[src/rtl/regfile_pkg.sv]
// Shared definitions for the 32x32 register file and its write-port sequencer.
// Holds geometry constants, the sequencer state encoding and the round-robin pointer helper.
package regfile_pkg;

    localparam int REG_AW     = 5;
    localparam int REG_DW     = 32;
    localparam int NUM_REGS   = 32;
    localparam int CLEAR_LAST = 31;

    // Requester index width, sized for the largest legal NREQ of 8.
    localparam int RR_IW = 3;

    typedef enum logic {
        CLEAR = 1'b0,
        RUN   = 1'b1
    } state_e;

    function automatic logic [RR_IW-1:0] rr_next(input logic [RR_IW-1:0] idx, input int n);
        return (int'(idx) == n - 1) ? '0 : idx + RR_IW'(1);
    endfunction

endpackage

[src/rtl/rr_arbiter.sv]
// Combinational round-robin picker: first asserted request at or above ptr, wrapping.
// Grant depends only on req and ptr, never on the consumer's acceptance.
module rr_arbiter
    import regfile_pkg::*;
#(
    parameter int NREQ = 3
) (
    input  logic [NREQ-1:0]  req,
    input  logic [RR_IW-1:0] ptr,
    output logic [NREQ-1:0]  gnt,
    output logic [RR_IW-1:0] gnt_idx
);

    logic w_found;
    int   w_idx;

    always_comb begin
        gnt     = '0;
        gnt_idx = '0;
        w_found = 1'b0;
        w_idx   = 0;
        for (int k = 0; k < NREQ; k++) begin
            w_idx = (int'(ptr) + k) % NREQ;
            if (!w_found && req[w_idx]) begin
                gnt[w_idx] = 1'b1;
                gnt_idx    = RR_IW'(w_idx);
                w_found    = 1'b1;
            end
        end
    end

endmodule

[src/rtl/regfile_write_arbiter.sv]
// Sequencer for the register file write port: zero-fills r1..r31 after reset or on request,
// then grants one writeback source per cycle round-robin and drives registered write outputs.
module regfile_write_arbiter
    import regfile_pkg::*;
#(
    parameter int NREQ = 3,
    parameter int AW   = REG_AW,
    parameter int DW   = REG_DW
) (
    input  logic                 clk,
    input  logic                 rst_n,
    input  logic [NREQ-1:0]      req_valid,
    input  logic [NREQ*AW-1:0]   req_addr,
    input  logic [NREQ*DW-1:0]   req_data,
    output logic [NREQ-1:0]      req_ready,
    input  logic                 clear_start,
    output logic                 clear_busy,
    output logic                 f_regwrite,
    output logic [AW-1:0]        writereg,
    output logic [DW-1:0]        writedata,
    output logic [RR_IW-1:0]     grant_id
);

    localparam logic [AW-1:0] LAST_REG = AW'(CLEAR_LAST);
    localparam logic [AW-1:0] FIRST_REG = AW'(1);

    state_e             r_state;
    logic [AW-1:0]      r_cnt;
    logic [RR_IW-1:0]   r_ptr;
    logic               r_we;
    logic [AW-1:0]      r_addr;
    logic [DW-1:0]      r_data;
    logic [RR_IW-1:0]   r_gid;

    logic [NREQ-1:0]    w_gnt;
    logic [RR_IW-1:0]   w_gnt_idx;
    logic               w_open;
    logic               w_take;
    logic [AW-1:0]      w_addr;
    logic [DW-1:0]      w_data;

    rr_arbiter #(
        .NREQ    (NREQ)
    ) u_arb (
        .req     (req_valid),
        .ptr     (r_ptr),
        .gnt     (w_gnt),
        .gnt_idx (w_gnt_idx)
    );

    // A clear request in RUN wins over any pending writeback that cycle.
    assign w_open    = (r_state == RUN) && !clear_start;
    assign req_ready = w_open ? w_gnt : '0;
    assign w_take    = w_open && (|req_valid);

    always_comb begin
        w_addr = '0;
        w_data = '0;
        for (int i = 0; i < NREQ; i++) begin
            if (w_gnt[i]) begin
                w_addr = req_addr[i*AW +: AW];
                w_data = req_data[i*DW +: DW];
            end
        end
    end

    always_ff @(posedge clk or negedge rst_n) begin
        if (!rst_n) begin
            r_state <= CLEAR;
            r_cnt   <= FIRST_REG;
            r_ptr   <= '0;
            r_we    <= 1'b0;
            r_addr  <= '0;
            r_data  <= '0;
            r_gid   <= '0;
        end else begin
            case (r_state)
                CLEAR: begin
                    r_we   <= 1'b1;
                    r_addr <= r_cnt;
                    r_data <= '0;
                    r_cnt  <= r_cnt + AW'(1);
                    if (r_cnt == LAST_REG)
                        r_state <= RUN;
                end
                RUN: begin
                    if (clear_start) begin
                        r_state <= CLEAR;
                        r_cnt   <= FIRST_REG;
                        r_we    <= 1'b0;
                    end else if (w_take) begin
                        // r0 is hardwired zero: complete the handshake but suppress the strobe.
                        r_we  <= (w_addr != '0);
                        r_gid <= w_gnt_idx;
                        r_ptr <= rr_next(w_gnt_idx, NREQ);
                        if (w_addr != '0) begin
                            r_addr <= w_addr;
                            r_data <= w_data;
                        end
                    end else begin
                        r_we <= 1'b0;
                    end
                end
                default: begin
                    r_state <= CLEAR;
                    r_cnt   <= FIRST_REG;
                    r_we    <= 1'b0;
                end
            endcase
        end
    end

    assign clear_busy = (r_state == CLEAR);
    assign f_regwrite = r_we;
    assign writereg   = r_addr;
    assign writedata  = r_data;
    assign grant_id   = r_gid;

endmodule

[config.mk]
export PLATFORM = sky130hd
export DESIGN_NAME = regfile_write_arbiter
export DESIGN_NICKNAME = d
export VERILOG_FILES = /design/src/rtl/regfile_pkg.sv /design/src/rtl/rr_arbiter.sv /design/src/rtl/regfile_write_arbiter.sv
export SDC_FILE = /design/constraint.sdc
export NUM_CORES = 1
export LEC_CHECK = 0
export ABC_AREA = 1
export CORE_ASPECT_RATIO = 0.75
export CORE_MARGIN = 5
export CORE_UTILIZATION = 49
export CTS_BUF_LIST = sky130_fd_sc_hd__clkbuf_4
export CTS_CLUSTER_DIAMETER = 200
export DETAILED_ROUTE_END_ITERATION = 10
export GPL_TIMING_DRIVEN = 0
export PLACE_DENSITY_LB_ADDON = 0.05
export SYNTH_ARGS = -nofsm -noshare
export SYNTH_HDL_FRONTEND = slang
export SYNTH_SLANG_ARGS = --single-unit
[constraint.sdc]
create_clock -name clk -period 7.1 [get_ports clk]
set_input_delay 0.71 -clock clk [delete_from_list [all_inputs] [get_ports clk]]
set_output_delay 0.71 -clock clk [all_outputs]
set_load 0.005 [all_outputs]
==> results of run 1 <==
through the flow:
stage / cell area (sq um) / util [%] / cells / hold slack (ns) / worst slack [ns]
detailed placement: 5920 / 70.7 / 877 / 0.465 / 1.73
floorplan: 4160 / - / 607 / 0.414 / 2.95
CTS: 5990 / 71.5 / 885 / 0.230 / 1.25
finish: 6000 / 71.5 / 887 / 0.215 / 1.20
global placement: 5910 / 70.5 / 876 / 0.454 / 1.87
global route: 6000 / 71.5 / 887 / 0.231 / 0.842
registers in the layout (all words and copies together), names as in the netlist:
name	cells
writereg	5
r_cnt	5
r_ptr	3
r_state	1
f_regwrite	1
grant_id	3
writedata	32
worst paths after layout:
kind	from	end	slack, ns	depth (start not counted)
worst min-delay path	rst_n	writedata[20]	0.21	1
worst max-delay path	r_ptr[1]	req_ready[2]	1.20	22
min in group clk	r_cnt[3]	r_cnt[3]	0.50	1
max in group asynchronous	rst_n	r_cnt[0]	6.28	2
worst min register to register	r_cnt[3]	r_cnt[3]	0.50	1
worst max register to register	r_ptr[1]	writedata[8]	2.14	27
placed cells by master, fill, tap and decap left out, drive strengths merged:
cell type and n:
inv 46, dfrtp 49, xor2 3, nor2 26, clkbuf 24, o211ai 2, clkdlybuf4s50 160, or2 1
and2 1, o21ai 22, mux2 1, o21bai 2, o221ai 1, nand3 135, nand4 15, clkinv 3
ha 23, dfstp 1, nor4 1, nand2 241, a21oi 5, buf 12, nor3 1, diode 2
a31oi 1, nand3b 1
per-layer routing:
metal / wire length [um] / GRT usage (%) / share of wire [%] / up-vias
li1: - / - / - / 2324
met1: 6110 / 36.6 / 45 / 2142
met2: 6040 / 40.7 / 44 / 227
met3: 1300 / 5.44 / 9.6 / 14
met4: 167 / 4.06 / 1.2 / 0
met5: 0 / 0 / 0 / -
area by class of cell:
cell class	instances	area share, %
plain buffers	29	2.98
diodes	2	0.0835
flip-flops and latches	50	20.9
inverters	46	2.88
repair buffers	162	27.1
clock buffers	5	0.626
well taps	108	2.25
clock inverters	3	0.480
multi-input cells	482	42.7
cell families after synthesis:
kind of cell | synth area share, %
AOI/OAI and AO/OA | 4.87
xor gates and xnor gates | 0.631
buffers and inverters | 8.45
muxes | 0.270
and+or+nand+nor | 48.8
adders and majority gates | 6.91
DFF | 30.1
==> summary.txt, run 1 <==
Outcome
  • Outcome: finished, final reports clean

Finish
  • Layout area overhead: 44.0%
  • Storage cell area: 1250 sq um
  • Filler cells: 709
  • Final net count: 916
  • Layout cells sized above 1: 10.7%
  • Area of the multi-input gates: 2560 sq um

STA
  • Worst-Margin Slew: 0.641 ns
  • Fin Clk Skew: 0.0301 ns
  • Crit share post-route: 83.1%
  • Final min period: 5.90 ns
  • RSZ-0062 raised after global routing: false
  • Final setup vio count: 0
  • Setup Total Neg Slack: 0 ns
  • Max-slew headroom: 57.1%
  • Final hold violation count: 0
  • Fmax: 0.169 GHz
  • Max-slew violations: 0

Global route
  • Initial antenna violation count: 1
  • First-pass GRT wire length: 21900 um
  • Number of global-route vias before repair: 4541
  • Total GRT Usage: 25.7%
  • Largest net degree at the start of global routing: 32
  • Grt ovf: 0

Setup path
  • Worst path cell trace: inv_1 > ha_1 > ha_1 > ha_1 > inv_1 > nand2_2 > nor2_2 > nand2_1 > and2_1 > ha_1 > nor2_4 > nand3_1 > nand2_2 > nand3_2 > nand2_1 > nand4_1 > nand3_2 > buf_6 > clkbuf_1 > nand2_1 > inv_1 > clkdlybuf4s50_1
  • Crit start category: register
  • WS Path Type: reg -> out
  • Critical path's most frequent cell: ha_1
  • Top delay family on crit path: simple AND/OR/NAND/NOR gates
  • CP max-delay cell: dfrtp_1
  • Critical Path AT: 5.19 ns
  • CP max FO: 10
  • Worst Path Buf+Inv: 6
  • CP max stage delay: 0.60 ns
  • CP Capture Type: output pin
  • Required @ worst endpoint: 6.39 ns

Synthesis
  • Synthesized area: 4160 sq um
  • Cells after Synth: 607
  • Most common cell in the synthesized netlist: nand2_1
  • Number of synthesized flops with an enable pin: 0
  • YS warnings: 0
  • Predominant post-synthesis flop cell: dfrtp_1
  • Largest cells by area after synthesis: dfrtp_1, nand2_1, nand3_1
  • Sequential share of the synthesized area: 30.1%
  • Yosys top cell area share: 29.5%
  • Synth Register Bits: 50
  • Post-synthesis net count: 747
  • Distinct cells, synth: 38
  • Synth top cells by count: nand2_1, nand3_1, dfrtp_1
  • Post-synth top area cell: dfrtp_1
  • Async set or reset register ratio after synthesis: 100%
  • Mean Syn Cell Area: 6.86 sq um

Clocking
  • Bufs on Longest Clock Path: 2
  • Post-CTS setup buffers: 0
  • Hold-fix buffers, CTS: 0
  • H-tree Lvls: 2
  • CTS tree: yes
  • Root Buffer: clkbuf_4
  • Clk slew on worst S/H paths: 0.17 ns
  • Skew-Pair Late Insertion Delay: 0.41 ns
  • CTS Sinks: 50
  • Post-CTS resize count: 0
  • Cts bufs inserted: 5

Die
  • Top-Level Pins: 162
  • Die Ht: 89.8 um
  • Num rows: 29
  • Core ar.: 8380 sq um
  • Die area: 10500 sq um
  • Die width: 116 um
  • Starting Density: 49.7%

Drt
  • DRC errors left: 0
  • Vias per cell: 5.31
  • Wire length per cell: 15.3 um
  • Routed Antenna Nets: 0
  • Via count: 4707
  • Starting DRT DRC Count: 297
  • First-pass detailed-route iteration total: 5
  • Final WL: 13600 um

Placed design
  • HPWL Detailed: 11000 um
  • # port buffers: 161
  • Placer Congestion: 0.923

Min path
  • Hold crit path type: in -> async

Run
  • Max Cap Violations: 0
Power of run 1 is not shown: default switching activity piles up to over one toggle a cycle in this logic, so the estimate is an artifact.
==> run 2, diff against run 1 <==
Settings changed: CORE_UTILIZATION 49 to 41.
Clock period 7.1 ns to 5.2 ns, I/O delays scaled along.
==> summary.txt, run 2 (same netlist as run 1, synthesis figures left out) <==
Outcome
  • Outcome: finished, final reports clean

Clocking
  • H-tree Lvls: 2
  • Clk slew on worst S/H paths: 0.14 ns
  • Bufs on Longest Clock Path: 2
  • Root Buffer: clkbuf_4
  • Skew-Pair Late Insertion Delay: 0.37 ns
  • Hold-fix buffers, CTS: 0
  • CTS Sinks: 50
  • CTS tree: yes
  • Cts bufs inserted: 5

STA
  • Final hold violation count: 0
  • Max-slew violations: 0
  • Max-slew headroom: 58.2%
  • Fmax: 0.203 GHz
  • Setup Total Neg Slack: 0 ns
  • Setup WS post-layout: 0.275 ns
  • Worst-Margin Slew: 0.625 ns
  • Fin Clk Skew: 0.00906 ns
  • Final min period: 4.93 ns
  • Final setup vio count: 0
  • Crit share post-route: 94.7%

Global route
  • Number of global-route vias before repair: 4368
  • Initial antenna violation count: 0
  • Grt ovf: 0
  • Total GRT Usage: 21.6%
  • First-pass GRT wire length: 21900 um
  • Largest net degree at the start of global routing: 31

Drt
  • Routed Antenna Nets: 0
  • Via count: 4681
  • First-pass detailed-route iteration total: 5
  • Vias per cell: 5.12
  • Final WL: 13700 um
  • Wire length per cell: 15.0 um
  • Starting DRT DRC Count: 391
  • DRC errors left: 0

Die
  • Die Ht: 97.3 um
  • Starting Density: 42.6%
  • Core ar.: 9770 sq um
  • Top-Level Pins: 162
  • Num rows: 31
  • Die area: 12300 sq um
  • Die width: 126 um

Setup path
  • CP Capture Type: output pin
  • R2R Setup Slk: 0.71 ns
  • CP max FO: 19
  • Worst r2r src: r_ptr[0]
  • WS Path Type: reg -> out
  • Crit start category: register
  • Critical Path AT: 4.41 ns
  • Required @ worst endpoint: 4.68 ns
  • Reg2Reg Depth: 28
  • Worst reg2reg path endpoint: writedata[14]

Placed design
  • HPWL Detailed: 11200 um
  • # port buffers: 161
  • Placement Setup Slack: 0.0642 ns
  • Placer Congestion: 0.934

Finish
  • Antenna diodes: 0
  • Most frequent cells in the layout: nand2_1, clkdlybuf4s50_1, nand3_1, dfrtp_1, inv_1
  • Most common cell after layout, fill and taps aside: nand2_1
  • Layout cells sized above 1: 12.9%
  • Max reg flops: 32
  • Final net count: 923
  • Layout area overhead: 46.9%

Run
  • Max Cap Violations: 0

Min path
  • Hold crit path type: in -> async
==> run 2: changes by cell type in the layout (fill, tap and decap cells not counted), moves of 3 or more <==
cell and delta:
dfrtp_2 +3, ha_1 -3, buf_4 +9, ha_2 +3, dfrtp_1 -3
==> run 2: per-layer routing <==
layer / global-route usage, % / routed length, um / vias up
met5: 0 / 0 / -
met2: 31.5 / 5680 / 168
met3: 4.73 / 928 / 19
met4: 4.53 / 213 / 0
met1: 32.5 / 6900 / 2159
li1: - / - / 2335
==> run 2: layout make-up <==
cell class / instances / area (sq um)
Buffer: 27 / 189
Timing Repair Buffer: 171 / 1700
Multi-Input combinational cell: 482 / 2580
Clock buffer: 7 / 52.6
Tap cell: 132 / 165
Sequential cell: 50 / 1260
Inverter: 46 / 176
Fill cell: 926 / 3660
==> run 2: how the worst max path moves through the flow <==
stage                     startpoint           end  cells after the start
after floorplan             r_ptr[1]  req_ready[1]                     23
after global placement      r_ptr[1]  req_ready[1]                     24
after detailed placement    r_ptr[1]  req_ready[2]                     24
after CTS                   r_ptr[0]  req_ready[2]                     24
after global routing        r_ptr[1]  req_ready[1]                     23
final                       r_ptr[0]  req_ready[1]                     24
==> run 2: critical path, cell delays in order, from the launching register on <==
cell             delay (ns)
dfrtp_2                0.43
buf_6                  0.15
inv_1                  0.07
ha_1                   0.33
ha_1                   0.23
ha_1                   0.19
inv_2                  0.08
nand2_2                0.07
nor2_2                 0.15
nand2_1                0.08
and2_1                 0.19
ha_2                   0.22
nor2_4                 0.14
nand2_4                0.09
o21ai_4                0.23
nand2_1                0.10
nand2_2                0.07
nand3_2                0.10
inv_2                  0.12
nand2_1                0.07
nand3_2                0.10
buf_12                 0.16
nand2_1                0.06
inv_1                  0.06
clkdlybuf4s50_1        0.53
==> run 2: through the flow <==
stage	hold slack [ns]	util [%]	instances	area, sq um
2_1_floorplan	0.224	-	607	4160
3_3_place_gp	0.457	60.8	900	5940
3_5_place_dp	0.460	60.9	901	5950
4_1_cts	0.0978	61.4	906	6000
5_1_grt	0.119	62.6	915	6110
6_report	0.0846	62.6	915	6110
==> run 2: timing repair <==
action / CTS / global route
gates cloned: 0 / 0
pin swaps: 0 / 2
buffers inserted: 0 / 9
gates resized for setup: 1 / 15
setup endpoints to repair: 2 / 3
Power of run 2 is left out for the same reason.
